## src/rtl/nvdla_shiftsat_rr_sched_if.sv

```systemverilog
// Handshake and status bundle for the two-requester shift/round/saturate scheduler.
// The scheduler takes the slave view; the requesters, consumer and status reader take the master view.
interface nvdla_shiftsat_rr_sched_if #(
    parameter int IN_WIDTH    = 49,
    parameter int OUT_WIDTH   = 32,
    parameter int SHIFT_WIDTH = 6,
    parameter int CNT_WIDTH   = 32
);
    logic                   req0_valid;
    logic                   req0_ready;
    logic [IN_WIDTH-1:0]    req0_data;
    logic [SHIFT_WIDTH-1:0] req0_shift;

    logic                   req1_valid;
    logic                   req1_ready;
    logic [IN_WIDTH-1:0]    req1_data;
    logic [SHIFT_WIDTH-1:0] req1_shift;

    logic                   out_valid;
    logic                   out_ready;
    logic [OUT_WIDTH-1:0]   out_pd;
    logic                   out_sat;
    logic                   out_id;

    logic                   sat_cnt_clr;
    logic [CNT_WIDTH-1:0]   sat_cnt0;
    logic [CNT_WIDTH-1:0]   sat_cnt1;

    modport slave (
        input  req0_valid, req0_data, req0_shift,
        input  req1_valid, req1_data, req1_shift,
        output req0_ready, req1_ready,
        output out_valid, out_pd, out_sat, out_id,
        input  out_ready,
        input  sat_cnt_clr,
        output sat_cnt0, sat_cnt1
    );

    modport master (
        output req0_valid, req0_data, req0_shift,
        output req1_valid, req1_data, req1_shift,
        input  req0_ready, req1_ready,
        input  out_valid, out_pd, out_sat, out_id,
        output out_ready,
        output sat_cnt_clr,
        input  sat_cnt0, sat_cnt1
    );
endinterface

```

## src/rtl/nvdla_shiftsat_rr_sched.sv

```systemverilog
// Round-robin scheduler sharing one signed shift-right/round/saturate unit between two
// requesters. The result is registered with the requester id, and per-requester saturation
// events are counted at acceptance time.
module nvdla_shiftsat_rr_sched #(
    parameter int IN_WIDTH    = 49,
    parameter int OUT_WIDTH   = 32,
    parameter int SHIFT_WIDTH = 6,
    parameter int CNT_WIDTH   = 32
) (
    input  logic                       nvdla_core_clk,
    input  logic                       nvdla_core_rstn,
    nvdla_shiftsat_rr_sched_if.slave   bus
);

    logic                   rr_last;
    logic                   accept;
    logic                   grant0;
    logic                   grant1;
    logic                   xfer0;
    logic                   xfer1;
    logic                   transfer;

    logic [IN_WIDTH-1:0]    sel_data;
    logic [SHIFT_WIDTH-1:0] sel_shift;
    logic [SHIFT_WIDTH-1:0] sh_m1;
    logic signed [IN_WIDTH:0] wide_sh;
    logic [IN_WIDTH-1:0]    floor_val;
    logic [IN_WIDTH-1:0]    sticky_mask;
    logic                   guide;
    logic                   sticky;
    logic                   round_up;
    logic [IN_WIDTH:0]      rounded;
    logic                   sat_hi;
    logic                   sat_lo;
    logic [OUT_WIDTH-1:0]   res_pd;
    logic                   res_sat;

    // The output slot can take a new result when it is empty or being drained this cycle.
    assign accept = ~bus.out_valid | bus.out_ready;

    // Lone valid wins outright; on contention the requester that did not go last wins.
    assign grant0 = bus.req0_valid & (~bus.req1_valid | rr_last);
    assign grant1 = bus.req1_valid & (~bus.req0_valid | ~rr_last);

    assign bus.req0_ready = grant0 & accept;
    assign bus.req1_ready = grant1 & accept;

    assign xfer0    = bus.req0_valid & bus.req0_ready;
    assign xfer1    = bus.req1_valid & bus.req1_ready;
    assign transfer = xfer0 | xfer1;

    assign sel_data  = grant1 ? bus.req1_data  : bus.req0_data;
    assign sel_shift = grant1 ? bus.req1_shift : bus.req0_shift;

    // Shift with one extra fraction bit so the guide bit falls out at the bottom; negative exact
    // halves stay at the floor while positive halves round up, giving round-half-away for positives.
    always_comb begin
        wide_sh     = $signed({sel_data, 1'b0}) >>> sel_shift;
        floor_val   = wide_sh[IN_WIDTH:1];
        guide       = wide_sh[0];
        sh_m1       = sel_shift - SHIFT_WIDTH'(1);
        sticky_mask = ~({IN_WIDTH{1'b1}} << sh_m1);
        sticky      = (sel_shift != '0) && (|(sel_data & sticky_mask));
        round_up    = guide & (~sel_data[IN_WIDTH-1] | sticky);
        rounded     = {floor_val[IN_WIDTH-1], floor_val} + {{IN_WIDTH{1'b0}}, round_up};
        sat_hi      = ~rounded[IN_WIDTH] & (|rounded[IN_WIDTH-1:OUT_WIDTH-1]);
        sat_lo      = rounded[IN_WIDTH] & ~(&rounded[IN_WIDTH-1:OUT_WIDTH-1]);
        res_pd      = rounded[OUT_WIDTH-1:0];
        res_sat     = 1'b0;
        if (32'(sel_shift) >= IN_WIDTH) begin
            res_pd  = '0;
            res_sat = 1'b0;
        end else if (sat_hi) begin
            res_pd  = {1'b0, {(OUT_WIDTH-1){1'b1}}};
            res_sat = 1'b1;
        end else if (sat_lo) begin
            res_pd  = {1'b1, {(OUT_WIDTH-1){1'b0}}};
            res_sat = 1'b1;
        end
    end

    // Output slot and round-robin pointer: load on transfer, empty on drain, hold under backpressure.
    always_ff @(posedge nvdla_core_clk) begin
        if (!nvdla_core_rstn) begin
            bus.out_valid <= 1'b0;
            bus.out_pd    <= '0;
            bus.out_sat   <= 1'b0;
            bus.out_id    <= 1'b0;
            rr_last       <= 1'b1;
        end else if (transfer) begin
            bus.out_valid <= 1'b1;
            bus.out_pd    <= res_pd;
            bus.out_sat   <= res_sat;
            bus.out_id    <= grant1;
            rr_last       <= grant1;
        end else if (bus.out_ready) begin
            bus.out_valid <= 1'b0;
        end
    end

    // Saturation event counters: clear wins over increment, and each counter sticks at all-ones.
    always_ff @(posedge nvdla_core_clk) begin
        if (!nvdla_core_rstn || bus.sat_cnt_clr) begin
            bus.sat_cnt0 <= '0;
            bus.sat_cnt1 <= '0;
        end else begin
            if (xfer0 && res_sat && !(&bus.sat_cnt0))
                bus.sat_cnt0 <= bus.sat_cnt0 + CNT_WIDTH'(1);
            if (xfer1 && res_sat && !(&bus.sat_cnt1))
                bus.sat_cnt1 <= bus.sat_cnt1 + CNT_WIDTH'(1);
        end
    end

endmodule

```

## src/flat_wrapper.sv

```systemverilog
// flat-port wrapper written by rule: the top's interface ports become plain ports
module nvdla_shiftsat_rr_sched_flat 
#(
    parameter int IN_WIDTH    = 49,
    parameter int OUT_WIDTH   = 32,
    parameter int SHIFT_WIDTH = 6,
    parameter int CNT_WIDTH   = 32
)
  (nvdla_core_clk, nvdla_core_rstn, bus_req0_valid, bus_req0_data, bus_req0_shift, bus_req1_valid, bus_req1_data, bus_req1_shift, bus_req0_ready, bus_req1_ready, bus_out_valid, bus_out_pd, bus_out_sat, bus_out_id, bus_out_ready, bus_sat_cnt_clr, bus_sat_cnt0, bus_sat_cnt1);
  nvdla_shiftsat_rr_sched_if #(.IN_WIDTH(IN_WIDTH), .OUT_WIDTH(OUT_WIDTH), .SHIFT_WIDTH(SHIFT_WIDTH), .CNT_WIDTH(CNT_WIDTH)) bus_i ();
  input  logic nvdla_core_clk;
  input  logic nvdla_core_rstn;
  input wire logic [$bits(bus_i.req0_valid)-1:0] bus_req0_valid;
  input wire logic [$bits(bus_i.req0_data)-1:0] bus_req0_data;
  input wire logic [$bits(bus_i.req0_shift)-1:0] bus_req0_shift;
  input wire logic [$bits(bus_i.req1_valid)-1:0] bus_req1_valid;
  input wire logic [$bits(bus_i.req1_data)-1:0] bus_req1_data;
  input wire logic [$bits(bus_i.req1_shift)-1:0] bus_req1_shift;
  output wire logic [$bits(bus_i.req0_ready)-1:0] bus_req0_ready;
  output wire logic [$bits(bus_i.req1_ready)-1:0] bus_req1_ready;
  output wire logic [$bits(bus_i.out_valid)-1:0] bus_out_valid;
  output wire logic [$bits(bus_i.out_pd)-1:0] bus_out_pd;
  output wire logic [$bits(bus_i.out_sat)-1:0] bus_out_sat;
  output wire logic [$bits(bus_i.out_id)-1:0] bus_out_id;
  input wire logic [$bits(bus_i.out_ready)-1:0] bus_out_ready;
  input wire logic [$bits(bus_i.sat_cnt_clr)-1:0] bus_sat_cnt_clr;
  output wire logic [$bits(bus_i.sat_cnt0)-1:0] bus_sat_cnt0;
  output wire logic [$bits(bus_i.sat_cnt1)-1:0] bus_sat_cnt1;
  assign bus_i.req0_valid = bus_req0_valid;
  assign bus_i.req0_data = bus_req0_data;
  assign bus_i.req0_shift = bus_req0_shift;
  assign bus_i.req1_valid = bus_req1_valid;
  assign bus_i.req1_data = bus_req1_data;
  assign bus_i.req1_shift = bus_req1_shift;
  assign bus_req0_ready = bus_i.req0_ready;
  assign bus_req1_ready = bus_i.req1_ready;
  assign bus_out_valid = bus_i.out_valid;
  assign bus_out_pd = bus_i.out_pd;
  assign bus_out_sat = bus_i.out_sat;
  assign bus_out_id = bus_i.out_id;
  assign bus_i.out_ready = bus_out_ready;
  assign bus_i.sat_cnt_clr = bus_sat_cnt_clr;
  assign bus_sat_cnt0 = bus_i.sat_cnt0;
  assign bus_sat_cnt1 = bus_i.sat_cnt1;
  nvdla_shiftsat_rr_sched #(.IN_WIDTH(IN_WIDTH), .OUT_WIDTH(OUT_WIDTH), .SHIFT_WIDTH(SHIFT_WIDTH), .CNT_WIDTH(CNT_WIDTH)) u_core (.nvdla_core_clk(nvdla_core_clk), .nvdla_core_rstn(nvdla_core_rstn), .bus(bus_i));
endmodule
```

## config.mk

```make
export PLATFORM = sky130hd
export DESIGN_NAME = nvdla_shiftsat_rr_sched_flat
export DESIGN_NICKNAME = d
export VERILOG_FILES = /design/src/rtl/nvdla_shiftsat_rr_sched_if.sv /design/src/rtl/nvdla_shiftsat_rr_sched.sv /design/src/flat_wrapper.sv
export SDC_FILE = /design/constraint.sdc
export NUM_CORES = 1
export LEC_CHECK = 0
export CAP_MARGIN = 5
export CORE_AREA = 2 2 227 229
export DETAILED_ROUTE_END_ITERATION = 16
export DIE_AREA = 0 0 229 231
export PLACE_DENSITY = 0.53
export SLEW_MARGIN = 10
export SYNTH_ARGS = -nofsm -noshare
export SYNTH_HDL_FRONTEND = slang
export SYNTH_SLANG_ARGS = --single-unit
```

## constraint.sdc

```tcl
create_clock -name nvdla_core_clk -period 10.5 [get_ports nvdla_core_clk]
set_input_delay 1.575 -clock nvdla_core_clk [delete_from_list [all_inputs] [get_ports nvdla_core_clk]]
set_output_delay 1.575 -clock nvdla_core_clk [all_outputs]
set_load 0.03 [all_outputs]
```

==> impl_metrics.ini <==
[setup_path]
crit_arrival_ns = 9.65
crit_required_ns = 10.71
criticalPathCategory = in2reg
worst_setup_path_end_kind = flop
critPathMaxFanout = 41
startpoint_type = input pin

[synthesis]
synthTopCellsByArea = mux2i_1, dfxtp_1, nand2_1
yosysWarnings = 0
avgSynthCellArea_um2 = 7.69
synthTopCellsByCount = mux2i_1, nand2_1, nor2_1
synth_edf_count = 0
ys_seq_area_share_pct = 16.0
syn_nets = 1751
synth_cells = 1628
yosysUniqueCellTypes = 98
synth_top_area_cell = mux2i_1
ys.flop_type = dfxtp_1
synthArstFlopShare_pct = 0
synth_area_um2 = 12500
synth_top_area_share_pct = 18.1
synth_most_common_cell = mux2i_1
ys_ff_latch = 100

[timing]
finalHoldViolCount = 0
fmax_ghz = 0.106
tightest_slew_ns = 1.23
clock-skew-final_ns = 0.0112
finalMaxSlewViolations = 0
rsz0062_at_grt = false
min_period_ns = 9.44
setup_viol = 0
period_share_pct = 89.9
setup-tns-final_ns = 0
slew_headroom_pct = 17.4
holdWs_ns = 0.458

[cts]
clockBufferDepth = 2
cts-root-buf = clkbuf_16
cts_made_buffers = 9
ctsResizeCount = 0
cts_tree = built
cts.sinks = 100
cts.htree.levels = 3
clock_latency_ns = 0.36
path_clk_slew_ns = 0.07
post_cts_buffers = 0
holdBufCountCts = 0

[power_and_ir_drop]
p_sw_share_pct = 44.3
seqPwrFrac_pct = 25.0
p_switching_mw = 0.723
pwr-share-comb_pct = 53.9
vdd_ir_drop_max_v = 0.0000704
leakage_nw = 5.65
internal_power_mw = 0.910
power.density_nw_per_um2 = 106
p_clk_share_pct = 21.1

[drt]
num_vias = 14268
drtIter0Drc = 1323
wl_met1_um = 23300
highest_layer = met4
dr_wl_met3_um = 4190
drcViolationCount = 0
totalWireLength_um = 57400
ant_nets = 0
drtPass1Iterations = 12
routedWlPerCell_um = 23.3
dr_wl_met2_um = 27400
viasPerCell = 5.79

[floorplanning]
die_h_um = 231
coreArea_um2 = 50700
die_area_um2 = 52900
ios = 217
rows = 83
initial_utilization_pct = 24.7
die-width_um = 229

[run_status]
status = completed

[final_layout]
nets = 1903
syn_to_final_growth_pct = 23.4
drive_gt1_share_pct = 7.68
nFillCells = 5547
design_area_um2 = 15400
antenna_cells = 0

[place]
dpl_cell_area_um2 = 15100
dp_hpwl_um = 45100
place_congestion = 0.987
port_buffers = 216

[global_routing]
antenna_found_initial = 0
grt_max_degree = 65
grt_pass1_vias = 13838
grt_pass1_wl_um = 85800
overflow = 0
gr-usage-all-layers_pct = 20.8

[hold_path]
hold_class = reg2reg

[flow_run]
cap_violations = 0
==> registers in the layout (all words and copies together), names as in the netlist <==
register              cells
u_core.bus.out_id         1
u_core.bus.out_pd        32
u_core.bus.sat_cnt0      32
u_core.bus.out_sat        1
u_core.bus.out_valid      1
u_core.bus.sat_cnt1      32
u_core.rr_last            1
==> power by group through the flow <==
stage	clock [mW]	combinational [mW]	sequential, mW
2_1_floorplan	0	0.519	0.449
3_3_place_gp	0	0.858	0.418
3_5_place_dp	0	0.858	0.418
4_1_cts	0.354	0.862	0.409
5_1_grt	0.368	0.926	0.411
6_report	0.345	0.880	0.409
==> area by class of cell <==
type                       instances  area (um^2)  share of cell area [%]
multi-input combinational       1398         9740                    63.1
timing repair buffer             256         2490                    16.1
sequential                       100         2000                    13.0
tap                              680          851                    5.51
clock buffer                      11          243                    1.57
clock inverter                     5         61.3                   0.397
inverter                          15         56.3                   0.365
==> worst max-delay path, cell delays in order <==
cell,delay (ns)
clkdlybuf4s50_1,0.59
a21bo_4,0.58
mux2_4,0.68
a21boi_0,0.19
buf_4,0.23
and3_1,0.26
nor3_1,0.27
nor4_1,0.10
nand4_1,0.15
a21oi_1,0.09
a21oi_1,0.37
ha_1,0.26
inv_1,0.06
or3_1,0.37
o32ai_1,0.28
nand3_1,0.28
or4_4,0.69
or4b_4,0.58
a211o_1,0.27
a2111o_1,0.53
o2111ai_2,0.22
buf_4,0.22
or2_1,0.49
or3_1,0.19
a21oi_1,0.06
==> logic make-up (layout without fill, tap and decap cells) <==
group	Yosys count	after routing	synth area share (%)
adder cells (fa/ha/maj)	8	8	0.780
AND/OR/NAND/NOR	600	600	24.0
AO/OA/AOI/OAI	466	466	25.7
flip-flops	100	100	16.0
XOR/XNOR	56	56	3.92
buffers and inverters	130	287	6.54
multiplexers	268	268	23.1
==> per-layer routing <==
metal	track usage (%)	vias to the layer above
met4	8.60	0
li1	-	6549
met3	3.36	144
met5	0	-
met1	25.8	6890
met2	35.7	685
==> cells in the final DEF (no fill, tap or decap), drive strengths merged, types with 12 or more instances in the layout <==
master and n:
and3 27, a31oi 18, or4 12, a22oi 20, o21a 15, mux2 25, xor2 17, nor2 129
nand2 168, dfxtp 100, o22ai 22, a21oi 110, a211oi 19, o21ai 86, nor3 59, nand2b 14
a2bb2oi 19, inv 15, or3 22, o211ai 21, nand3 58, nand4 19, or2 12, nor4 24
o41ai 12, mux2i 234, clkdlybuf4s50 214, xnor2 39, buf 42
==> worst paths after layout <==
kind / startpoint / endpoint / slack (ns) / cells past startpoint
worst max-delay path: bus_req0_valid / u_core.bus.sat_cnt1[8] / 1.06 / 25
worst min-delay path: u_core.bus.out_pd[31] / u_core.bus.out_pd[31] / 0.46 / 2
worst max register to register: u_core.rr_last / u_core.bus.sat_cnt1[8] / 2.46 / 24
worst min register to register: u_core.bus.out_pd[31] / u_core.bus.out_pd[31] / 0.46 / 2
==> per-stage QoR <==
step | std cells | util (%) | setup WS, ns | total power [mW]
global route | 2465 | 30.5 | 0.635 | 1.71
CTS | 2465 | 30.5 | 1.14 | 1.63
detailed placement | 2449 | 29.9 | 0.770 | 1.28
floorplan | 1628 | - | 1.36 | 0.967
finish | 2465 | 30.5 | 1.06 | 1.63
global placement | 2449 | 29.9 | 0.880 | 1.28
No activity file was read; power rests on OpenSTA's default activity.
